<file path="config.mk">
export PLATFORM = sky130hd
export DESIGN_NAME = full_adder
export DESIGN_NICKNAME = d
export VERILOG_FILES = /design/src/rtl/adder_pkg.sv /design/src/rtl/full_adder_cell.sv /design/src/rtl/full_adder.sv
export SDC_FILE = /design/constraint.sdc
export NUM_CORES = 1
export LEC_CHECK = 0
export ABC_AREA = 0
export CAP_MARGIN = 20
export CORE_AREA = 2 2 39 41
export DETAILED_ROUTE_END_ITERATION = 8
export DIE_AREA = 0 0 41 43
export GPL_ROUTABILITY_DRIVEN = 0
export HOLD_SLACK_MARGIN = 0.08
export PLACE_DENSITY = 0.62
export SLEW_MARGIN = 30
export SYNTH_ARGS = -nofsm -noshare
export SYNTH_HDL_FRONTEND = slang
export SYNTH_SLANG_ARGS = --single-unit
</file>
<file path="constraint.sdc">
create_clock -name clk -period 6.6 [get_ports clk]
set_input_delay 1.32 -clock clk [delete_from_list [all_inputs] [get_ports clk]]
set_output_delay 1.32 -clock clk [all_outputs]
set_load 0.01 [all_outputs]
</file>
<file path="src/rtl/adder_pkg.sv">
// Shared constants and golden arithmetic for the ripple-carry adder family.
// ref_add gives the full carry-inclusive result of a+b+cin at a chosen width.
package adder_pkg;

  localparam int DEFAULT_WIDTH = 4;

  // Operands are masked to 'width' bits; the result occupies bits [width:0].
  function automatic logic [64:0] ref_add(input logic [63:0] a,
                                          input logic [63:0] b,
                                          input logic        cin,
                                          input int unsigned width);
    logic [63:0] mask;
    mask = (width >= 64) ? {64{1'b1}} : ((64'd1 << width) - 64'd1);
    return {1'b0, a & mask} + {1'b0, b & mask} + {64'd0, cin};
  endfunction

endpackage

</file>
<file path="src/rtl/full_adder_cell.sv">
// One-bit full-adder cell; purely combinational link of the ripple chain.
module full_adder_cell (
  input  logic a,
  input  logic b,
  input  logic cin,
  output logic s,
  output logic cout
);

  assign s    = a ^ b ^ cin;
  assign cout = (a & b) | (a & cin) | (b & cin);

endmodule

</file>
<file path="src/rtl/full_adder.sv">
// WIDTH-bit ripple-carry adder with a single registered output stage,
// carry-out and two's-complement overflow flag.
module full_adder
  import adder_pkg::*;
#(
  parameter int WIDTH = DEFAULT_WIDTH
) (
  input  logic             clk,
  input  logic             rst,
  input  logic [WIDTH-1:0] a,
  input  logic [WIDTH-1:0] b,
  input  logic             cin,
  input  logic             in_valid,
  output logic [WIDTH-1:0] sum,
  output logic             carry,
  output logic             overflow,
  output logic             out_valid
);

  logic [WIDTH:0]   c_p0;
  logic [WIDTH-1:0] sum_p0;
  logic             ovf_p0;

  logic [WIDTH-1:0] sum_p1;
  logic             carry_p1;
  logic             ovf_p1;
  logic             vld_p1;

  // Stage p0: combinational ripple chain
  assign c_p0[0] = cin;

  for (genvar i = 0; i < WIDTH; i++) begin : g_cell
    full_adder_cell u_cell (
      .a    (a[i]),
      .b    (b[i]),
      .cin  (c_p0[i]),
      .s    (sum_p0[i]),
      .cout (c_p0[i+1])
    );
  end

  assign ovf_p0 = c_p0[WIDTH] ^ c_p0[WIDTH-1];

  // Stage p1: output register; results only load when qualified, so
  // undriven operands during idle cycles never reach the outputs.
  always_ff @(posedge clk) begin
    if (rst) begin
      sum_p1   <= '0;
      carry_p1 <= 1'b0;
      ovf_p1   <= 1'b0;
      vld_p1   <= 1'b0;
    end else begin
      vld_p1 <= in_valid;
      if (in_valid) begin
        sum_p1   <= sum_p0;
        carry_p1 <= c_p0[WIDTH];
        ovf_p1   <= ovf_p0;
      end
    end
  end

  assign sum       = sum_p1;
  assign carry     = carry_p1;
  assign overflow  = ovf_p1;
  assign out_valid = vld_p1;

endmodule

</file>
==> impl_metrics.yaml, run 1 <==
run_status:
  outcome: "complete, no violations"
critical_path:
  path_delay_family: "adder cells"
  crit_start: "a[0]"
  rr_startpoint: "overflow$_SDFFE_PP0P_"
  critical_path.most_common_cell: "fa_1"
  path_cells: "clkdlybuf4s50_1, inv_1, fa_1, inv_1, fa_1, fa_1, inv_1, fa_1, a211oi_1"
  max_stage_delay_ns: 0.41
  r2r_slack_ns: 5.91
  required_ns: 6.77
  worst_setup_path_start_kind: "input port"
  crit_fanout: 2
  path_buf_inv: 4
  crit_path_end_kind: "flop"
  cp.arrival_ns: 3.49
  worst_path_max_delay_cell: "fa_1"
  critPathKind: "in -> reg"
floorplanning:
  rows: 14
  start_util_pct: 25.8
  die_h_um: 43
  die-width_um: 41
  core_region_area_sq_um: 1380
  pin_count: 19
  dieArea_sq_um: 1760
power_and_ir_drop:
  power.density_nw_per_um2: 206
  leakage_nw: 0.252
  max-vdd-ir-drop_uv: 99.4
final_layout:
  syn2layout_area_growth_pct: 60.4
  final_nets: 71
  antenna_cells: 0
  finalNonFillerCells: 70
  num-fill-cells: 148
  drive_gt1_share_pct: 7.41
clock_tree:
  cts_max_level: 1
  cts_buffers: 3
  clock_tree.root_cell: "clkbuf_4"
  cts_hold_buf: 0
  post_cts_resized: 0
  post_cts_buffers: 0
  clk_path_buf_depth: 2
  cts_tree: "yes"
  worstSkewPairLatency_ns: 0.25
  clock-sinks: 7
  clk_pin_slew_worst_paths_ns: 0.05
timing:
  finalCritPeriodShare_pct: 50.3
  setup_tns_ns: 0
  fin_crit_ns: 3.32
  worst_pin_slew_ns: 0.386
  skew_ns: 0
  setup_viol: 0
  hold_viol: 0
  rsz0062_at_grt: "no"
  slew_headroom_pct: 74.2
  fmax_mhz: 301
  slew_viol_final: 0
detailed_routing:
  routed-via-count: 276
  drtIter0Drc: 1
  drt.antenna.violating_nets: 0
  viasPerCell: 3.94
  wl_per_cell_um: 8.94
  dr.pass1.iters: 2
  drc: 0
  wirelength_um: 626
hold_path:
  min_from: "sum[0]$_SDFFE_PP0P_"
  hold_path.class: "reg -> reg"
global_routing:
  antenna_found_initial: 0
  grt_first_pass_wirelength_um: 1110
  grt_pass1_vias: 263
  globalRouteOverflowTotal: 0
  grt_max_degree: 11
  grt.total_usage_pct: 10.4
placed_design:
  dpl.cell_count: 66
  dpl.hpwl_um: 499
  portBuffers: 18
synth:
  seq_area_frac_synth_pct: 39.3
  yosysUniqueCellTypes: 11
  syn_area_sq_um: 357
  syn_inst: 33
  synth_fp_nets: 49
  ys.warnings.count: 0
  synth_area_per_cell_sq_um: 10.8
  ys_ff_latch: 7
job:
  cap_violations: 0
## cell usage after synthesis, drive strengths merged
library cell / count / area (sq um)
mux2i: 2 / 20.0
a211oi: 3 / 22.5
fa: 4 / 80.1
a21o: 1 / 7.51
dfxtp: 7 / 140
nor3b: 1 / 7.51
nor2: 5 / 18.8
inv: 7 / 26.3
buf: 1 / 11.3
xnor2: 1 / 8.76
nor2b: 1 / 13.8
## area by class of cell
cell class	instances	area [sq um]	area share (%)
well taps	16	20.0	3.50
flip-flops and latches	7	140	24.5
multi-input cells	18	179	31.3
inverters	7	26.3	4.60
repair buffers	18	180	31.5
clock buffers	4	26.3	4.60
## state kept, by name, indices dropped and copies added (netlist names)
name,count
carry,1
out_valid,1
overflow,1
sum,4
## stage by stage
| step | util (%) | worst slack, ns | hold WS (ns) | area (sq um) | power, mW |
|---|---|---|---|---|---|
| 6_report | 41.3 | 3.28 | 0.474 | 572 | 0.118 |
| 4_1_cts | 41.3 | 3.27 | 0.479 | 572 | 0.121 |
| 3_3_place_gp | 39.4 | 3.03 | 0.466 | 546 | 0.0793 |
| 2_1_floorplan | - | 3.49 | 0.496 | 357 | 0.0630 |
| 3_5_place_dp | 39.4 | 3.00 | 0.476 | 546 | 0.0796 |
| 5_1_grt | 41.3 | 3.18 | 0.518 | 572 | 0.129 |
## where the power goes
| group | leakage (nW) | internal (mW) | total, mW | switching, mW |
|---|---|---|---|---|
| sequential | 0.0581 | 0.0462 | 0.0479 | 0.00165 |
| clock | 0.0150 | 0.0231 | 0.0395 | 0.0163 |
| combinational | 0.179 | 0.0187 | 0.0303 | 0.0116 |
| total | 0.252 | 0.0881 | 0.118 | 0.0296 |
## tightest hold or removal path: stages, from the launching register on
cell      delay [ns]
dfxtp_1         0.31
nor2_1          0.08
a211oi_1        0.04
## metal layers
| layer | GRT usage [%] | up-vias | wire length [um] |
|---|---|---|---|
| li1 | - | 144 | - |
| met1 | 11.2 | 120 | 279 |
| met2 | 13.1 | 10 | 286 |
| met3 | 9.42 | 2 | 53 |
| met4 | 6.00 | 0 | 7 |
| met5 | 0 | - | 0 |
## placed cells by master (no fill, tap or decap)
| cell type | instances |
|---|---|
| a211oi_1 | 3 |
| a21o_1 | 1 |
| clkbuf_1 | 1 |
| clkbuf_4 | 3 |
| clkdlybuf4s50_1 | 18 |
| dfxtp_1 | 7 |
| fa_1 | 4 |
| inv_1 | 7 |
| mux2i_1 | 2 |
| nor2_1 | 5 |
| nor2b_4 | 1 |
| nor3b_1 | 1 |
| xnor2_1 | 1 |
## kinds of logic (layout without fill, tap and decap cells)
logic type / count (synthesis) / after routing / share of synthesized area, %
multiplexers: 2 / 2 / 5.61
AO/OA/AOI/OAI: 4 / 4 / 8.42
adder cells (fa/ha/maj): 4 / 4 / 22.5
XOR/XNOR: 1 / 1 / 2.46
AND/OR/NAND/NOR: 7 / 7 / 11.2
flip-flops: 7 / 7 / 39.3
buffers and inverters: 8 / 29 / 10.5
## worst paths after layout
kind	end	cells past startpoint
max	sum[3]$_SDFFE_PP0P_	9
min	sum[0]$_SDFFE_PP0P_	2
max reg2reg	overflow$_SDFFE_PP0P_	2
min reg2reg	sum[0]$_SDFFE_PP0P_	2
No activity file was read; power rests on OpenSTA's default activity.
==> run 2: changes to the inputs <==
Settings changed: PLACE_DENSITY 0.62 to 0.65.
Clock period 6.6 ns to 2.9 ns, I/O delays scaled along.
==> run 2 against run 1 <==
Sequential power rose by 130%. Combinational power rose by 130%. Critical path depth did not move. Cell count did not move. Core utilization did not move. First-iteration DRC count rose by 100%. Highest routed layer unchanged. Design area did not move. Die area did not move. Hold slack improved by 0.00076 ns. Non-clock buffer count did not move. Critical endpoint unchanged. Global-route usage fell by 1.0 points. Sequential cell count did not move.
==> impl_metrics.yaml, run 2 (synthesis results as in run 1) <==
run_status:
  outcome: "complete, no violations"
final_layout:
  final_common_cell: "clkdlybuf4s50_1"
  finalNonFillerCells: 70
  syn2layout_area_growth_pct: 60.4
  largest_reg_flops: 4
  layout_common_cells: "clkdlybuf4s50_1 (18), inv_1 (7), dfxtp_1 (7)"
  drive_gt1_share_pct: 7.41
  antenna_cells: 0
  fin_area_sq_um: 572
  final_nets: 71
timing:
  worst_pin_slew_ns: 0.367
  hold_viol: 0
  post-route-worst-setup-slack_ns: 0.270
  rsz0062_at_grt: "no"
  setup_viol: 0
  fmax_mhz: 380
  setup_tns_ns: 0
  skew_ns: 0
  finalCritPeriodShare_pct: 90.7
  whs_ns: 0.475
  slew_viol_final: 0
  slew_headroom_pct: 75.4
  fin_crit_ns: 2.63
power_and_ir_drop:
  power.density_nw_per_um2: 464
  p_switching_mw: 0.0650
  max-vdd-ir-drop_uv: 267
  p_int_mw: 0.200
  p_sw_share_pct: 24.5
  power_frac_clock_pct: 32.8
  leakage_nw: 0.252
  p_seq_share_pct: 41.1
  p_comb_share_pct: 26.1
critical_path:
  r2r_cells: 2
  critical_path.most_common_cell: "fa_1"
  worst_path_max_delay_cell: "fa_1"
  rr_startpoint: "overflow$_SDFFE_PP0P_"
  crit_start: "a[0]"
  max_stage_delay_ns: 0.41
  path_cells: "clkdlybuf4s50_1, inv_1, fa_1, inv_1, fa_1, fa_1, inv_1, fa_1, a211oi_1"
  required_ns: 3.06
  cp.arrival_ns: 2.79
  critPathKind: "in -> reg"
  crit_path_end_kind: "flop"
  worst_setup_path_start_kind: "input port"
  crit_fanout: 2
floorplanning:
  rows: 14
  start_util_pct: 25.8
  pin_count: 19
  dieArea_sq_um: 1760
  die_h_um: 43
  core_region_area_sq_um: 1380
  die-width_um: 41
global_routing:
  globalRouteOverflowTotal: 0
  antenna_found_initial: 0
  grt_pass1_vias: 261
  grt_max_degree: 11
  grt_first_pass_wirelength_um: 1030
  grt.total_usage_pct: 9.40
placed_design:
  portBuffers: 18
  dpl.hpwl_um: 520
  dpl_worst_slack_ns: 0.00283
  dpl.cell_count: 66
  placed_area_sq_um: 546
clock_tree:
  post_cts_resized: 0
  cts_hold_buf: 0
  clk_pin_slew_worst_paths_ns: 0.05
  worstSkewPairLatency_ns: 0.25
  cts_buffers: 3
  cts_tree: "yes"
  clk_path_buf_depth: 2
  cts_max_level: 1
  post_cts_buffers: 0
  clock_tree.root_cell: "clkbuf_4"
  clock-sinks: 7
detailed_routing:
  drc: 0
  wirelength_um: 622
  drtIter0Drc: 2
  drt.antenna.violating_nets: 0
  wl_per_cell_um: 8.89
  viasPerCell: 3.84
  routed-via-count: 269
  dr.pass1.iters: 4
hold_path:
  min_path_cells: 2
  min_from: "sum[0]$_SDFFE_PP0P_"
  hold_path.class: "reg -> reg"
job:
  cap_violations: 0
-- run 2: cell counts in the layout (fill, tap and decap cells not counted) --
Identical to the previous run, type by type.
-- run 2: power groups by stage --
stage,Clock (mW),Sequential (mW),Combinational (mW)
6_report,0.0870,0.109,0.0692
5_1_grt,0.0982,0.110,0.0758
4_1_cts,0.0913,0.109,0.0704
3_5_place_dp,0,0.111,0.0703
3_3_place_gp,0,0.111,0.0699
2_1_floorplan,0,0.115,0.0279
-- run 2: worst paths after layout --
path	slack, ns	endpoint
max reg2reg	2.21	overflow$_SDFFE_PP0P_
max	0.27	sum[3]$_SDFFE_PP0P_
min reg2reg	0.47	sum[0]$_SDFFE_PP0P_
min	0.47	sum[0]$_SDFFE_PP0P_
-- run 2: critical path, delay by kind of cell --
family                     cells  cell delay, ns
AOI/OAI and AO/OA              1            0.23
adders and majority gates      4            1.37
buffers and inverters          4            0.62
-- run 2: metrics by stage --
step / total power, mW / util (%)
detailed placement: 0.181 / 39.4
global placement: 0.181 / 39.4
global route: 0.284 / 41.3
finish: 0.265 / 41.3
CTS: 0.271 / 41.3
floorplan: 0.143 / -
-- run 2: layout make-up --
class	count	area, sq um
clock buffer	4	26.3
sequential	7	140
tap	16	20.0
multi-input combinational	18	179
inverter	7	26.3
fill	129	812
timing repair buffer	18	180
-- run 2: per-layer routing --
metal,track usage [%],up-vias,share of wire [%]
met3,7.85,2,9.5
li1,-,144,-
met4,4.00,0,1.3
met2,13.4,11,49
met1,9.54,112,40
met5,0,-,0
==> run 3: changes to the inputs <==
Settings changed: PLACE_DENSITY 0.65 to 0.58.
==> run 3 against run 2 <==
Sequential cell count unchanged. Setup slack better by 0.056 ns. First-iteration DRC count rose to 3.5 times the previous value. Critical path depth is the same. Sequential share of layout area is the same. Hold slack better by 0.0012 ns. Critical endpoint unchanged. Non-clock buffer count did not move.
==> impl_metrics.yaml, run 3 (synthesis results as in run 1) <==
placed_design:
  placed_area_sq_um: 546
  portBuffers: 18
  dpl.hpwl_um: 520
  dpl_worst_slack_ns: 0.0322
  dpl.cell_count: 66
global_routing:
  grt_pass1_vias: 263
  antenna_found_initial: 0
  globalRouteOverflowTotal: 0
  grt.total_usage_pct: 9.53
  grt_max_degree: 11
  grt_first_pass_wirelength_um: 1060
final_layout:
  layout_common_cells: "clkdlybuf4s50_1 (18), inv_1 (7), dfxtp_1 (7)"
  antenna_cells: 0
  fin_util_pct: 41.3
  final_common_cell: "clkdlybuf4s50_1"
  syn2layout_area_growth_pct: 60.4
  finalNonFillerCells: 70
  drive_gt1_share_pct: 7.41
  fin_area_sq_um: 572
  final_nets: 71
  largest_reg_flops: 4
timing:
  rsz0062_at_grt: "no"
  hold_viol: 0
  setup_viol: 0
  whs_ns: 0.476
  fin_crit_ns: 2.57
  slew_headroom_pct: 73.9
  fmax_mhz: 389
  finalCritPeriodShare_pct: 88.8
  slew_viol_final: 0
  post-route-worst-setup-slack_ns: 0.326
  worst_pin_slew_ns: 0.390
  setup_tns_ns: 0
  skew_ns: 0
critical_path:
  critPathKind: "in -> reg"
  cp.arrival_ns: 2.75
  r2r_slack_ns: 2.21
  required_ns: 3.07
  r2r-end: "overflow$_SDFFE_PP0P_"
  crit_fanout: 2
  worst_setup_path_start_kind: "input port"
  r2r_cells: 2
  rr_startpoint: "overflow$_SDFFE_PP0P_"
  crit_path_end_kind: "flop"
power_and_ir_drop:
  p_int_mw: 0.200
  leakage_nw: 0.252
  p_sw_share_pct: 25.4
  max-vdd-ir-drop_uv: 143
  p_seq_share_pct: 40.6
  power_frac_clock_pct: 33.8
  fin_total_pwr_mw: 0.269
  power.density_nw_per_um2: 470
  p_comb_share_pct: 25.6
  p_switching_mw: 0.0682
clock_tree:
  cts_hold_buf: 0
  worstSkewPairLatency_ns: 0.25
  post_cts_buffers: 0
  cts_max_level: 1
  cts_tree: "yes"
  clock-sinks: 7
  clk_pin_slew_worst_paths_ns: 0.06
  clock_tree.root_cell: "clkbuf_4"
  post_cts_resized: 0
  cts_buffers: 3
  clk_path_buf_depth: 2
detailed_routing:
  wl_per_cell_um: 8.99
  wirelength_um: 629
  drc: 0
  routed-via-count: 282
  viasPerCell: 4.03
  dr.pass1.iters: 3
  drt.antenna.violating_nets: 0
  drtIter0Drc: 7
hold_path:
  min_from: "sum[0]$_SDFFE_PP0P_"
  min_to: "sum[0]$_SDFFE_PP0P_"
  hold_path.class: "reg -> reg"
  min_path_cells: 2
run_status:
  outcome: "complete, no violations"
floorplanning:
  dieArea_sq_um: 1760
  core_region_area_sq_um: 1380
  start_util_pct: 25.8
  pin_count: 19
  rows: 14
  die_h_um: 43
  die-width_um: 41
job:
  cap_violations: 0
==> run 3: cell counts in the layout (fill, tap and decap cells not counted) <==
No cell type changed its count.
==> run 3: critical path, cell delays in order <==
cell             delay (ns)
clkdlybuf4s50_1        0.40
inv_1                  0.07
fa_1                   0.16
inv_1                  0.04
fa_1                   0.37
fa_1                   0.42
inv_1                  0.09
fa_1                   0.40
a211oi_1               0.22
==> run 3: power groups by stage <==
stage / logic (mW) / clock network (mW) / registers [mW]
after floorplan: 0.0279 / 0 / 0.115
after global placement: 0.0700 / 0 / 0.111
after detailed placement: 0.0702 / 0 / 0.111
after CTS: 0.0704 / 0.0952 / 0.109
after global routing: 0.0765 / 0.104 / 0.110
final: 0.0687 / 0.0908 / 0.109
==> run 3: worst max path at each step <==
stage	endpoint	slack, ns	start	depth (start not counted)
finish	sum[3]$_SDFFE_PP0P_	0.33	b[0]	9
floorplan	sum[3]$_SDFFE_PP0P_	0.53	a[0]	8
global route	sum[3]$_SDFFE_PP0P_	0.23	a[0]	9
CTS	sum[3]$_SDFFE_PP0P_	0.31	b[0]	9
detailed placement	sum[3]$_SDFFE_PP0P_	0.03	b[0]	9
global placement	sum[3]$_SDFFE_PP0P_	0.07	a[0]	9
==> run 3: routing by layer <==
metal  global-route usage, %  up-vias  routed length, um
met1                    9.97      129                252
met4                    4.00        0                  0
met5                       0        -                  0
met2                    13.4       10                326
li1                        -      143                  -
met3                    7.85        0                 50
==> run 3: layout make-up <==
type                       count  area (sq um)
clock buffer                   4          26.3
fill                         148           812
inverter                       7          26.3
multi-input combinational     18           179
sequential                     7           140
tap                           16          20.0
timing repair buffer          18           180
==> RTL edit 1 (flow settings as in run 2) <==
Register the output `sum` once more, cleared by the reset; this adds one clock of latency there. The other outputs are not delayed to match.
--- a/src/rtl/full_adder.sv
+++ b/src/rtl/full_adder.sv
@@ -60,5 +60,11 @@
   end
 
-  assign sum       = sum_p1;
+  always_ff @(posedge clk) begin
+    if (rst) begin
+      sum <= '0;
+    end else begin
+      sum <= sum_p1;
+    end
+  end
   assign carry     = carry_p1;
   assign overflow  = ovf_p1;
Function: changed (a bounded check fails within 4 cycles, from zero or initial values and one cycle with rst high).
==> RTL edit 1 against run 2 <==
- design area is 19% higher
- worst setup slack better by 54 ps
- non-clock buffer count stayed put
- sequential cell count is 4 higher
- area after synthesis is 34% higher
- sequential power is 54% higher
- largest cell class is now sequential cells
- wire length is 9.3% higher
- power is 27% higher
==> RTL edit 1: results (changes against run 2) <==
| Metric | Value |
|---|---|
| Total number of yosys warnings | `0 (unchanged)` |
| Number of buffers inserted during clock tree synthesis | `3 (unchanged)` |
| Seq/Total Area, Yosys | `0.461 (+0.0678)` |
| Number of unique standard cell types used by synthesis | `12 (+1)` |
| Transition at the pin with the smallest max-transition slack | `454 ps (+87.0 ps)` |
| Reg-to-reg critical path startpoint | `overflow` |
| Leakage power total | `0.295 nW (+17%)` |
| Maximum VDD drop | `221 uV (-17%)` |
| Via count of the first global-routing pass | `311 (+19%)` |
| First-pass GRT wire length | `1210 um (+17%)` |
| Post CTS Setup Buffer Count | `0 (unchanged)` |
| Peak fanout along the critical path | `2 (unchanged)` |
| Diodes inserted | `0 (unchanged)` |
| Bufs on Longest Clock Path | `2 (unchanged)` |
| FF-to-FF setup slack | `2190 ps (-20 ps)` |
| Most used DFF post-synth | `dfxtp_1` |
| Max-cap viol count | `0 (unchanged)` |
| Buffer type at the clock tree root | `clkbuf_4` |
| Clock transition at path regs | `70 ps (+20 ps)` |
| Mean number of vias per cell | `4.19 (+9.1%)` |
| CTS-repair resized insts | `0 (unchanged)` |
| Fraction of final layout cells with drive strength greater than 1 | `0.0806 (+0.00657)` |
| Final setup skew | `0.380 ps (+0.380 ps)` |
| Count of hold buffers inserted by post-cts repair | `0 (unchanged)` |
| Arrival @ worst endpoint | `2760 ps (-30 ps)` |
| Detailed-router iteration count before antenna repair | `4 (unchanged)` |
| Post-Synthesis Net Count | `58 (+18%)` |
| Initial antenna violation count | `0 (unchanged)` |
| Clock latency reported for the late side of the worst-skew pair | `260 ps` |
| Detailed placement HPWL | `554 um (+6.6%)` |
| Path depth of the worst reg2reg path | `2 (unchanged)` |
| Reg-to-reg endpoint | `overflow` |
| All-Layer GR Usage | `0.109 (+0.0154)` |
| Placeable core region | `1380 um2 (unchanged)` |
| Proportion of synthesized flip-flops having asynchronous set or reset | `0 (unchanged)` |
| Destination of the worst hold path | `sum[3]` |
| Sum of routed wire length over all layers | `680 um (+9.3%)` |
| Net Sw Frac | `0.236 (-0.00913)` |
| Filler cell count in the final layout | `144 (+12%)` |
| H-Tree Level Count | `1 (unchanged)` |
| Largest cells by area after synthesis | `dfxtp_1, fa_1, inv_1` |
| Number of port buffers | `18 (unchanged)` |
| Hold Path Origin | `sum_p1[3]` |
| NumNets Final | `79 (+11%)` |
| Post-synth top cells | `dfxtp_1, inv_1, nor2_1` |
| Type of the worst min-delay path | `reg -> reg` |
| Largest net degree at the start of global routing | `12 (+1)` |
| Min-Delay Path Depth | `1 (-1)` |
| Outcome | `finished clean` |
| DRC marker count from the first detailed-route iteration | `1 (-1)` |
| Registers with the highest flip-flop counts | `sum x4, sum_p1 x4` |
[RTL edit 1: cell types whose count changed after synthesis]
cell and delta:
nor3b_2 +1, nor3b_1 -1, buf_6 +1, nor2b_1 +4
dfxtp_1 +4
[RTL edit 1: power groups by stage]
stage | combinational, mW | clock (mW) | sequential (mW)
after global placement | 0.0675 | 0 | 0.171
after detailed placement | 0.0682 | 0 | 0.171
final | 0.0669 | 0.103 | 0.168
after floorplan | 0.0336 | 0 | 0.174
after CTS | 0.0685 | 0.105 | 0.168
after global routing | 0.0764 | 0.112 | 0.169
[RTL edit 1: how the worst max path moves through the flow]
stage,start,to,slack [ps],depth (start not counted)
final,a[0],sum_p1[3],320,9
after CTS,a[0],sum_p1[3],300,9
after global routing,a[0],sum_p1[3],150,9
after global placement,a[0],sum_p1[3],40,9
after detailed placement,a[0],sum_p1[3],20,9
after floorplan,a[0],sum_p1[3],530,8
[RTL edit 1: logic make-up (layout without fill, tap and decap cells)]
| family | Yosys count | after routing | synth area share |
|---|---|---|---|
| compound gates | 4 | 4 | 0.0628 |
| xor+xnor | 1 | 1 | 0.0183 |
| fa+ha+maj | 4 | 4 | 0.168 |
| buf+inv | 9 | 29 | 0.102 |
| flops | 11 | 11 | 0.461 |
| mux | 2 | 2 | 0.0419 |
| simple gates | 11 | 11 | 0.147 |
[RTL edit 1: layout make-up]
type,instances,share of cell area
multi-input cells,22,0.306
flip-flops and latches,11,0.323
clock buffers,4,0.0385
well taps,16,0.0294
inverters,7,0.0385
repair buffers,18,0.264
[RTL edit 1: metal layers]
metal  track usage  part of all wire  wire length, um
met1         0.123              0.42              288
met2         0.147              0.46              315
met3        0.0314             0.053               36
met4         0.120             0.059               40
met5             0                 0                0
[RTL edit 1: stage by stage]
stage	cells	setup slack (ps)	cell area, um2	hold slack, ps
floorplan	42	535	478	437
global placement	74	42.5	656	450
detailed placement	74	20.2	656	457
CTS	78	299	682	468
global route	78	150	682	479
finish	78	324	682	467
[RTL edit 1: critical path, cell delays in order]
cell	delay, ps
clkdlybuf4s50_1	390
inv_1	80
fa_1	160
inv_1	50
fa_1	370
fa_1	410
inv_1	90
fa_1	410
a211oi_1	220
==> RTL edit 2 (config.mk and constraints of run 2) <==
Made on the original files. The package constant `DEFAULT_WIDTH` goes from 4 to 6.
--- a/src/rtl/adder_pkg.sv
+++ b/src/rtl/adder_pkg.sv
@@ -3,5 +3,5 @@
 package adder_pkg;
 
-  localparam int DEFAULT_WIDTH = 4;
+  localparam int DEFAULT_WIDTH = 6;
 
   // Operands are masked to 'width' bits; the result occupies bits [width:0].
Interface: changed (resized a, b and sum); port bits go from 19 to 25. The function was not compared with the original's and may differ.
==> RTL edit 2 against run 2 <==
- design area rose by 37%
- maximum frequency is 8.2% lower
- sequential share of layout area down 1.6 points
- wire length is 42% higher
- area after synthesis up 36%
- worst setup slack got worse by 230 ps
- power up 29%
- synthesized cell count up 27%
- sequential cell count is 2 higher
- largest power group unchanged
==> RTL edit 2: results (changes against run 2) <==
| Metric | Value |
|---|---|
| Detailed placement HPWL | `694 um (+33%)` |
| Largest cells by area after synthesis | `dfxtp_1, fa_1, mux2i_1` |
| Average cell area after synthesis | `11.5 um2 (+6.7%)` |
| Seq/Total Area, Yosys | `0.372 (-0.0209)` |
| Placed cell areas | `748 um2 (+37%)` |
| Outcome | `finished clean` |
| Largest net degree at the start of global routing | `13 (+2)` |
| Number of unique standard cell types used by synthesis | `13 (+2)` |
| Filler cell count in the final layout | `137 (+6.2%)` |
| Post-Synthesis Net Count | `64 (+31%)` |
| Buffer type at the clock tree root | `clkbuf_4` |
| All-Layer GR Usage | `0.129 (+0.0350)` |
| DRC marker count from the first detailed-route iteration | `3 (+1)` |
| Worst slack, placed | `-643 ps (-646 ps)` |
| # placed instances | `82 (+24%)` |
| Post-synth top cells | `dfxtp_1, inv_1, fa_1, nor2_1, mux2i_1` |
| Mean number of vias per cell | `4.43 (+15%)` |
| First-pass GRT wire length | `1460 um (+42%)` |
| NumNets Final | `93 (+31%)` |
| Max-slew headroom at the worst pin | `0.608 (-0.147)` |
| Crit path from | `cin` |
| Leakage power total | `0.330 nW (+31%)` |
| Peak fanout along the critical path | `2 (unchanged)` |
| Fraction of final layout cells with drive strength greater than 1 | `0.329 (+0.254)` |
| Number of port buffers | `24 (+6)` |
| Via count of the first global-routing pass | `370 (+42%)` |
| Net Sw Frac | `0.262 (+0.0174)` |
| Flip-flop count of the largest register, all copies and words added | `6 (+2)` |
| Final routed wire length divided by cell count | `10.3 um (+16%)` |
| Vias after detailed routing | `381 (+42%)` |
[RTL edit 2: routing by layer]
metal | wire length (um) | up-vias | part of all wire | GRT usage
li1 | - | 185 | - | -
met1 | 340 | 173 | 0.38 | 0.134
met2 | 429 | 19 | 0.49 | 0.197
met3 | 85 | 4 | 0.096 | 0.0471
met4 | 29 | 0 | 0.033 | 0.100
met5 | 0 | - | 0 | 0
[RTL edit 2: critical path, stage by stage]
cell and delay [ps]:
buf_6 100, inv_4 40, fa_2 190, inv_2 40
fa_2 330, fa_2 340, fa_2 350, fa_2 360
inv_2 60, fa_1 410, a211oi_2 240
[RTL edit 2: timing repair]
item,4_1_cts,5_1_grt
setup buffers,0,0
pin swaps,7,7
resized for setup,23,1
endpoints found under the setup margin,3,1
gates cloned,0,0
hold buffers,0,0
[RTL edit 2: area by class of cell]
cell class / count / area, um2 / share of cell area
Tap cell: 16 / 20.0 / 0.0255
Multi-Input combinational cell: 24 / 272 / 0.346
Inverter: 7 / 31.3 / 0.0398
Sequential cell: 9 / 180 / 0.229
Timing Repair Buffer: 26 / 256 / 0.326
Clock buffer: 4 / 26.3 / 0.0334
[RTL edit 2: cells by family after synthesis]
| kind of cell | synth area share |
|---|---|
| AOI/OAI and AO/OA | 0.0930 |
| xor gates and xnor gates | 0.0181 |
| and+or+nand+nor | 0.0930 |
| adders and majority gates | 0.248 |
| DFF | 0.372 |
| muxes | 0.0827 |
| buffers and inverters | 0.0930 |
[RTL edit 2: worst paths after layout]
| kind | to | slack (ps) | cells after the start |
|---|---|---|---|
| min | carry | 490 | 2 |
| max | sum[5] | 40 | 11 |
| min reg2reg | carry | 490 | 2 |
| max reg2reg | overflow | 2190 | 2 |
[RTL edit 2: power groups by stage]
stage | combinational, mW | sequential, mW | clock, mW
after detailed placement | 0.106 | 0.144 | 0
final | 0.106 | 0.141 | 0.0957
after CTS | 0.109 | 0.142 | 0.101
after global routing | 0.118 | 0.143 | 0.110
after global placement | 0.104 | 0.144 | 0
after floorplan | 0.0445 | 0.150 | 0
